--- config.mk ---
export PLATFORM = sky130hd
export DESIGN_NAME = frame_sequencer
export DESIGN_NICKNAME = d
export VERILOG_FILES = /design/src/rtl/frame_sequencer.sv
export SDC_FILE = /design/constraint.sdc
export NUM_CORES = 1
export LEC_CHECK = 0
export BUFFER_PORTS_ARGS = -buffer_cell sky130_fd_sc_hd__buf_2
export CAP_MARGIN = 20
export CORE_MARGIN = 3
export CORE_UTILIZATION = 40
export CTS_CLUSTER_SIZE = 8
export DETAILED_ROUTE_END_ITERATION = 12
export GPL_TIMING_DRIVEN = 0
export PLACE_DENSITY = 0.62
export SYNTH_ARGS = -nofsm -noshare
export SYNTH_HDL_FRONTEND = slang
export SYNTH_SLANG_ARGS = --single-unit
--- constraint.sdc ---
create_clock -name clk -period 3.47 [get_ports clk]
set_input_delay 0.347 -clock clk [delete_from_list [all_inputs] [get_ports clk]]
set_output_delay 0.347 -clock clk [all_outputs]
set_load 0.01 [all_outputs]
--- src/rtl/frame_sequencer.sv ---
// Double-buffered 8x8 frame store with a small register file, manual/auto
// back-to-front swaps synchronised to the driver's frame_done pulse.
`timescale 1ns/1ps
module frame_sequencer #(
    parameter bit AUTO_DEFAULT = 1'b0
) (
    input  logic        clk,
    input  logic        rst,
    input  logic        wr_valid,
    output logic        wr_ready,
    input  logic [3:0]  wr_addr,
    input  logic [7:0]  wr_data,
    input  logic [3:0]  rd_addr,
    output logic [7:0]  rd_data,
    input  logic        frame_done,
    output logic [63:0] frame_out,
    output logic [5:0]  done_index,
    output logic        swap_pending
);

    localparam int unsigned ROWS = 8;
    localparam int unsigned RW   = 8;

    typedef enum logic [1:0] {IDLE, CLEAR, PENDING} state_t;

    state_t          state;
    logic [RW-1:0]   back [ROWS];
    logic [63:0]     front;
    logic [63:0]     back_flat;
    logic [5:0]      didx;
    logic [RW-1:0]   interval;
    logic [RW-1:0]   fcount;
    logic [RW-1:0]   icnt;
    logic            auto_swap;
    logic [2:0]      clr_idx;
    logic            wr_fire;
    logic            auto_hit;
    logic            icnt_last;

    assign wr_fire    = wr_valid && wr_ready;
    assign auto_hit   = (state == IDLE) && auto_swap && frame_done;
    // INTERVAL of 0 behaves as 1: swap on every frame
    assign icnt_last  = (interval == 8'd0) ? (icnt == 8'd0) : (icnt == interval - 8'd1);
    assign frame_out  = front;
    assign done_index = didx;

    always_comb begin
        back_flat = '0;
        for (int i = 0; i < int'(ROWS); i++) begin
            back_flat[i*8 +: 8] = back[i];
        end
    end

    always_comb begin
        rd_data = '0;
        if (!rd_addr[3]) begin
            rd_data = back[rd_addr[2:0]];
        end else begin
            case (rd_addr[2:0])
                3'd0:    rd_data = {6'd0, auto_swap, 1'b0};
                3'd1:    rd_data = {2'd0, didx};
                3'd2:    rd_data = interval;
                3'd3:    rd_data = fcount;
                default: rd_data = '0;
            endcase
        end
    end

    always_ff @(posedge clk) begin
        if (rst) begin
            state        <= IDLE;
            wr_ready     <= 1'b1;
            swap_pending <= 1'b0;
            for (int i = 0; i < int'(ROWS); i++) begin
                back[i] <= '0;
            end
            front        <= '0;
            didx         <= '0;
            interval     <= '0;
            fcount       <= '0;
            icnt         <= '0;
            auto_swap    <= AUTO_DEFAULT;
            clr_idx      <= '0;
        end else begin
            case (state)
                IDLE: begin
                    // Swap samples back before any same-cycle write lands
                    if (auto_hit) begin
                        if (icnt_last) begin
                            front  <= back_flat;
                            fcount <= fcount + 8'd1;
                            icnt   <= '0;
                        end else begin
                            icnt   <= icnt + 8'd1;
                        end
                    end
                    if (wr_fire) begin
                        if (!wr_addr[3]) begin
                            back[wr_addr[2:0]] <= wr_data;
                        end else if (wr_addr == 4'd8) begin
                            auto_swap <= wr_data[1];
                            if (!wr_data[1]) begin
                                icnt <= '0;
                            end
                            if (wr_data[2]) begin
                                state    <= CLEAR;
                                wr_ready <= 1'b0;
                                clr_idx  <= '0;
                            end else if (wr_data[0]) begin
                                state        <= PENDING;
                                wr_ready     <= 1'b0;
                                swap_pending <= 1'b1;
                            end
                        end else if (wr_addr == 4'd9) begin
                            didx <= wr_data[5:0];
                        end else if (wr_addr == 4'd10) begin
                            interval <= wr_data;
                        end
                    end
                end
                CLEAR: begin
                    back[clr_idx] <= '0;
                    clr_idx       <= clr_idx + 3'd1;
                    if (clr_idx == 3'd7) begin
                        state    <= IDLE;
                        wr_ready <= 1'b1;
                    end
                end
                PENDING: begin
                    if (frame_done) begin
                        front        <= back_flat;
                        fcount       <= fcount + 8'd1;
                        state        <= IDLE;
                        wr_ready     <= 1'b1;
                        swap_pending <= 1'b0;
                    end
                end
                default: begin
                    state        <= IDLE;
                    wr_ready     <= 1'b1;
                    swap_pending <= 1'b0;
                end
            endcase
        end
    end

endmodule

# Yosys cells after proc, flatten, opt, wreduce, memory -nomap -nowiden
# Memory sizes are Yosys's and may differ from the RTL's.
# Cells that the tools add are included.
dict set report word_totals {
  regBits 102
  mem_bits_rw 64
  elab_cells 118
  mem_count 1
}
# memory depth word_bits read_ports rd_clocked_by_memory_dff wr line
set memory_table {}
lappend memory_table {back 8 8 9 0 8 27} ;# logic [RW-1:0] back [ROWS];
dict set report op_classes {
  n_addsub 4
  eq_ne 21
  muxes 61
  n_bitwise 3
  n_reduce_logical 18
}
# op n
set ops {}
lappend ops {{64-bit 2-to-1 mux} 3}
lappend ops {{64-bit one-hot mux with 2 select lines} 1}
lappend ops {{8-bit 2-to-1 mux} 12}
lappend ops {{8-bit one-hot mux with 4 select lines} 1}
lappend ops {{1-bit 2-to-1 mux} 26}
lappend ops {{3-bit 2-to-1 mux} 6}
lappend ops {{2-bit != test (second input constant)} 9}
lappend ops {{8-bit by 1-bit adder with 8-bit output (second input constant)} 2}
lappend ops {{8-bit zero test} 2}
lappend ops {{8-bit one-hot mux with 2 select lines} 1}
lappend ops {{8-bit OR reduction} 2}
lappend ops {{2-bit 2-to-1 mux} 7}
lappend ops {{4-bit equality test (second input constant)} 3}
lappend ops {{6-bit AND reduction} 2}
lappend ops {{5-bit AND reduction} 2}
lappend ops {{8-bit equality test} 1}
lappend ops {{4-bit AND reduction} 2}
lappend ops {{8-bit by 1-bit subtractor with 8-bit output (second input constant)} 1}
lappend ops {{7-bit AND reduction} 1}
lappend ops {{3-bit by 2-bit equality test with 1-bit output (second input constant)} 2}
lappend ops {{1-bit one-hot mux with 3 select lines} 2}
lappend ops {{2-bit one-hot mux with 3 select lines} 1}
lappend ops {{3-bit one-hot mux with 2 select lines} 1}
lappend ops {{2-bit nonzero test} 2}
lappend ops {{11 further kinds} 15}

# Logic depth before layout (Yosys ltp)
dict set report depth {
  word_depth 9
  depth_mapped 11
}

# Least setup slack after synthesis
# OpenSTA, ideal clock, no wires.
dict set report synth_timing {
  path_type {reg-to-reg}
  startpoint {reg interval[0]}
  endpoint {reg fcount[0]}
  setup_ns 0.123
  t_arrival_ns 2.349
  path_slack_ns 0.997
  stages_incl_launch_ff 11
  path_buffers 1
  period_less_slack_ns 2.473
  cell_sequence {dfxtp_1 inv_1 ha_1 nand2b_1 a21boi_1 o31ai_1 o41ai_4 a21oi_2 nor3_2 buf_4 mux2_1}
}
dict set report synth_via {
  elab_chain_cells 5
}
# item line
set synth_rtl {}
lappend synth_rtl {{from (decl)} 31} ;# logic [RW-1:0] interval;
lappend synth_rtl {{from (signal assigned)} 117} ;# interval <= wr_data;
lappend synth_rtl {{8-bit by 1-bit subtractor with 8-bit output} 43} ;# assign icnt_last = (interval == 8'd0) ? (icnt == 8'd0) : (icnt == interval - 8'd1);
lappend synth_rtl {{8-bit equality test} 43}
lappend synth_rtl {{1-bit 2-to-1 mux (*)} 43}
lappend synth_rtl {{2-bit != test (no source line) (*)} n/a}
lappend synth_rtl {{4-bit AND reduction (no source line) (*)} n/a}
lappend synth_rtl {{to (signal assigned)} 91} ;# fcount <= fcount + 8'd1;
lappend synth_rtl {{to (signal assigned)} 132} ;# fcount <= fcount + 8'd1;
lappend synth_rtl {{to (decl)} 32} ;# logic [RW-1:0] fcount;
# Mark *: on every way between the ends. The rest lies on a longest branch, timed or not.
# A chain may end at the register's enable or synchronous reset.

# Worst setup path in the final report
dict set report layout_timing {
  startpoint {reg interval[0]}
  endpoint {reg front[59], in the netlist frame_out[59]}
}
dict set report layout_via {
  elab_chain_cells 5
}
# item line
set layout_rtl {}
lappend layout_rtl {{8-bit by 1-bit subtractor with 8-bit output} 43}
lappend layout_rtl {{8-bit equality test} 43}
lappend layout_rtl {{1-bit 2-to-1 mux (*)} 43}
lappend layout_rtl {{2-bit != test (no source line) (*)} n/a}
lappend layout_rtl {{4-bit AND reduction (no source line) (*)} n/a}
lappend layout_rtl {{to (signal assigned)} 90} ;# front <= back_flat;
lappend layout_rtl {{to (signal assigned)} 131} ;# front <= back_flat;
lappend layout_rtl {{to (decl)} 28} ;# logic [63:0] front;
# Marked as above.

==> impl_metrics.yaml <==
timing:
  postLayoutSetupSlackWorst_ns: 0.3597
  final-setup-viol-count: 0
  totalNegativeSetupSlack_ns: 0
  maxClockFrequency_mhz: 321.5
  worst_slew_margin_rel: 0.3969
  fin_worst_skew_ns: 0.01002
  timing_hold_violations_final: 0
  worst_margin_slew_ns: 0.8993
  number_of_max_slew_violations_in_the_final_report: 0
  grt_setup_unrepaired: "no"
  min_cycle_time_layout_ns: 3.110
  period_share: 0.8963
detailed_routing:
  vias_per_cell: 5.119
  wl_per_cell_um: 18.16
  dr_total_vias: 5887
  drt_first_iter_violations: 471
  antenna_violating_nets_post_route: 0
  first_pass_iters: 5
  drt-total-wl_mm: 20.89
  drcViolationCount: 0
floorplanning:
  floorplan.io_pins: 100
  placeable_core_area_um2: 19590
  die_h_um: 147.6
  chipWidth_um: 147.6
  core.rowCount: 51
  initial_core_util: 0.4093
  die_area_um2: 21780
worst_setup_path:
  cp_cell_sequence: "inv_1 > ha_1 > nand2b_1 > a21boi_1 > o31ai_1 > o41ai_4 > a21oi_2 > nor3_2 > buf_4 > buf_6 > mux2i_1"
  cp_top_family: "compound AO/OA/AOI/OAI gates"
  critical_path.n_buffers_inverters: 3
  cp-start-kind: "flop"
  classification_of_the_worst_setup_path: "reg2reg"
  worst-endpoint-required_ns: 3.83
  crit_slowest_cell: "o41ai_4"
  critPathMaxFanout: 10
  timing.critical_path.to_type: "flop"
  cp_slowest_stage_delay_ns: 0.52
  arrival_ns: 3.47
global_route:
  grt_antenna_before_repair: 0
  grt_max_degree: 17
  grt_pass1_wl_mm: 32.29
  grt_pass1_vias: 5700
  grt_use_total: 0.1939
  grt_remaining_overflow: 0
cells_and_area:
  diodes: 0
  finalNetCount: 900
  layout-drive-gt1-share: 0.1876
  area_delta_synth_final_pct: 17.01
yosys:
  synth_cell_types: 53
  number_of_nets_in_the_synthesized_netlist: 786
  asyncSetResetFlopFracSynth: 0
  cell_area_after_technology_mapping_um2: 8018
  main_combinational_cell_family_by_area_after_synthesis: "simple AND/OR/NAND/NOR gates"
  number_of_enable_type_register_cells_in_the_synthesized_netlist: 64
  synth_simple_gate_area_share: 0.2207
  synth-seq-area-share: 0.4944
  synth_top_area_share: 0.2547
  synth_xor_xnor_area_share: 0.01092
  yosys_register_bits: 166
  synth_area_leaders: "dfxtp_1 25%, edfxtp_1 24%, mux2i_1 11%, nand2b_1 11%, mux4_2 4.8%"
  synth.largest_area_cell: "dfxtp_1"
  synthCells: 759
  syn_area_per_cell_um2: 10.56
  synthAdderAreaFrac: 0.01092
  synth_compound_gate_area_share: 0.05368
  synth.mux.area_fraction: 0.1726
  synth-warning-count: 0
  ys.flop_type: "dfxtp_1"
pwr:
  leakagePower_nw: 3.548
  power.total_mw: 4.246
  power_frac_seq: 0.493
  irDropWorstVdd_uv: 387.8
  comb_power_share: 0.074
  sw_frac_of_total: 0.2330
  power.switching_mw: 0.9894
  total_power_divided_by_cell_area_nw_per_um2: 452.6
  p_clk_frac: 0.433
  power.internal_mw: 3.257
place:
  io_buffer_count: 95
  placement.setup.worst_slack_ns: 0.3537
  place.gp.congestion: 0.8325
  hpwlAfterDp_mm: 15.48
clock_network:
  cts-root-to-sink-buffers: 2
  cts_tree: "done"
  root_buffer: "clkbuf_16"
  sinks_on_clock_net: 166
  cts-htree-levels: 4
  ctsHoldBuffers: 0
  tritoncts.num_buffers: 17
  postCtsSetupBuffers: 0
  worst_skew_pair.late_latency_ns: 0.43
  post_cts.resized_instances: 0
  clkSlewWorstSetupHoldPaths_ns: 0.06
run:
  max-cap-violations: 0
worst_hold_path:
  hp-class: "in2reg"
outcome:
  outcome: "finished clean"
cell usage in the layout (no fill, tap or decap), drive strengths merged, types with 8 or more instances in the layout:
cell and n:
o21ai 19, o22ai 8, inv 20, clkbuf 52, mux4 17, dfxtp 102, nand2b 144, buf 111
a21oi 18, nand3 12, mux2 8, nor3 8, nand2 31, mux2i 91, edfxtp 64, nor2 100
layer usage:
layer,part of all wire,up-vias,GRT usage
met5,0,-,0
met4,0.030,0,0.07223
met3,0.061,30,0.04108
met2,0.44,215,0.2941
met1,0.47,2788,0.2745
li1,-,2854,-
final timing paths:
path	slack, ns	startpoint	cells past startpoint	end
min reg2reg	0.47	frame_out[37]	2	frame_out[37]
max	0.36	interval[0]	11	frame_out[59]
max reg2reg	0.36	interval[0]	11	frame_out[59]
min	0.19	wr_data[6]	3	interval[6]
cells in the mapped netlist (all sizes together), types with 6 or more instances:
| cell | number |
|---|---|
| nand3b | 7 |
| nand2b | 144 |
| o22ai | 8 |
| ha | 7 |
| clkbuf | 30 |
| nor2 | 100 |
| mux4 | 17 |
| o31ai | 6 |
| edfxtp | 64 |
| a21oi | 18 |
| nor3 | 8 |
| dfxtp | 102 |
| nand3 | 12 |
| nand2 | 31 |
| buf | 16 |
| mux2 | 8 |
| inv | 18 |
| mux2i | 91 |
| o21ai | 19 |
state kept, by name, summed over array words and instances (netlist names):
signal and flops:
fcount 8, icnt 8, done_index 6, interval 8, frame_out 64, clr_idx 3, back 64, swap_pending 1
state 2, wr_ready 1, auto_swap 1
worst reg2reg max path, cell delays in order (launching register included):
cell and delay, ns:
dfxtp_1 0.44, inv_1 0.09, ha_1 0.28, nand2b_1 0.17, a21boi_1 0.12, o31ai_1 0.13
o41ai_4 0.52, a21oi_2 0.19, nor3_2 0.31, buf_4 0.33, buf_6 0.23, mux2i_1 0.22
area by class of cell:
class,count,area [um2]
fillers,1891,10210
flip-flops and latches,166,3964
multi-input cells,529,3759
repair buffers,95,475.5
clock buffers,22,454.2
well taps,265,331.6
plain buffers,46,227.7
clock inverters,9,102.6
inverters,18,67.56
metrics by stage:
stage          cells  hold slack (ns)  utilization  instance area [um2]
2_1_floorplan    759           0.4484            -                 8018
3_3_place_gp    1119           0.4577       0.4505                 8825
3_5_place_dp    1119           0.4591       0.4505                 8825
4_1_cts         1150           0.1894       0.4789                 9382
5_1_grt         1150           0.2149       0.4789                 9382
6_report        1150           0.1944       0.4789                 9382
cells by family (layout without fill, tap and decap cells):
group | count (synthesis) | after routing
compound gates | 67 | 67
xor+xnor | 10 | 10
fa+ha+maj | 7 | 7
buf+inv | 64 | 190
flops | 166 | 166
mux | 116 | 116
simple gates | 329 | 329
power groups by stage:
stage / combinational, mW / sequential, mW / clock (mW)
2_1_floorplan: 0.203 / 2.12 / 0
3_3_place_gp: 0.309 / 2.14 / 0
3_5_place_dp: 0.312 / 2.14 / 0
4_1_cts: 0.313 / 2.10 / 1.86
5_1_grt: 0.338 / 2.10 / 1.95
6_report: 0.313 / 2.10 / 1.84
(Power assumes the default switching activity.)
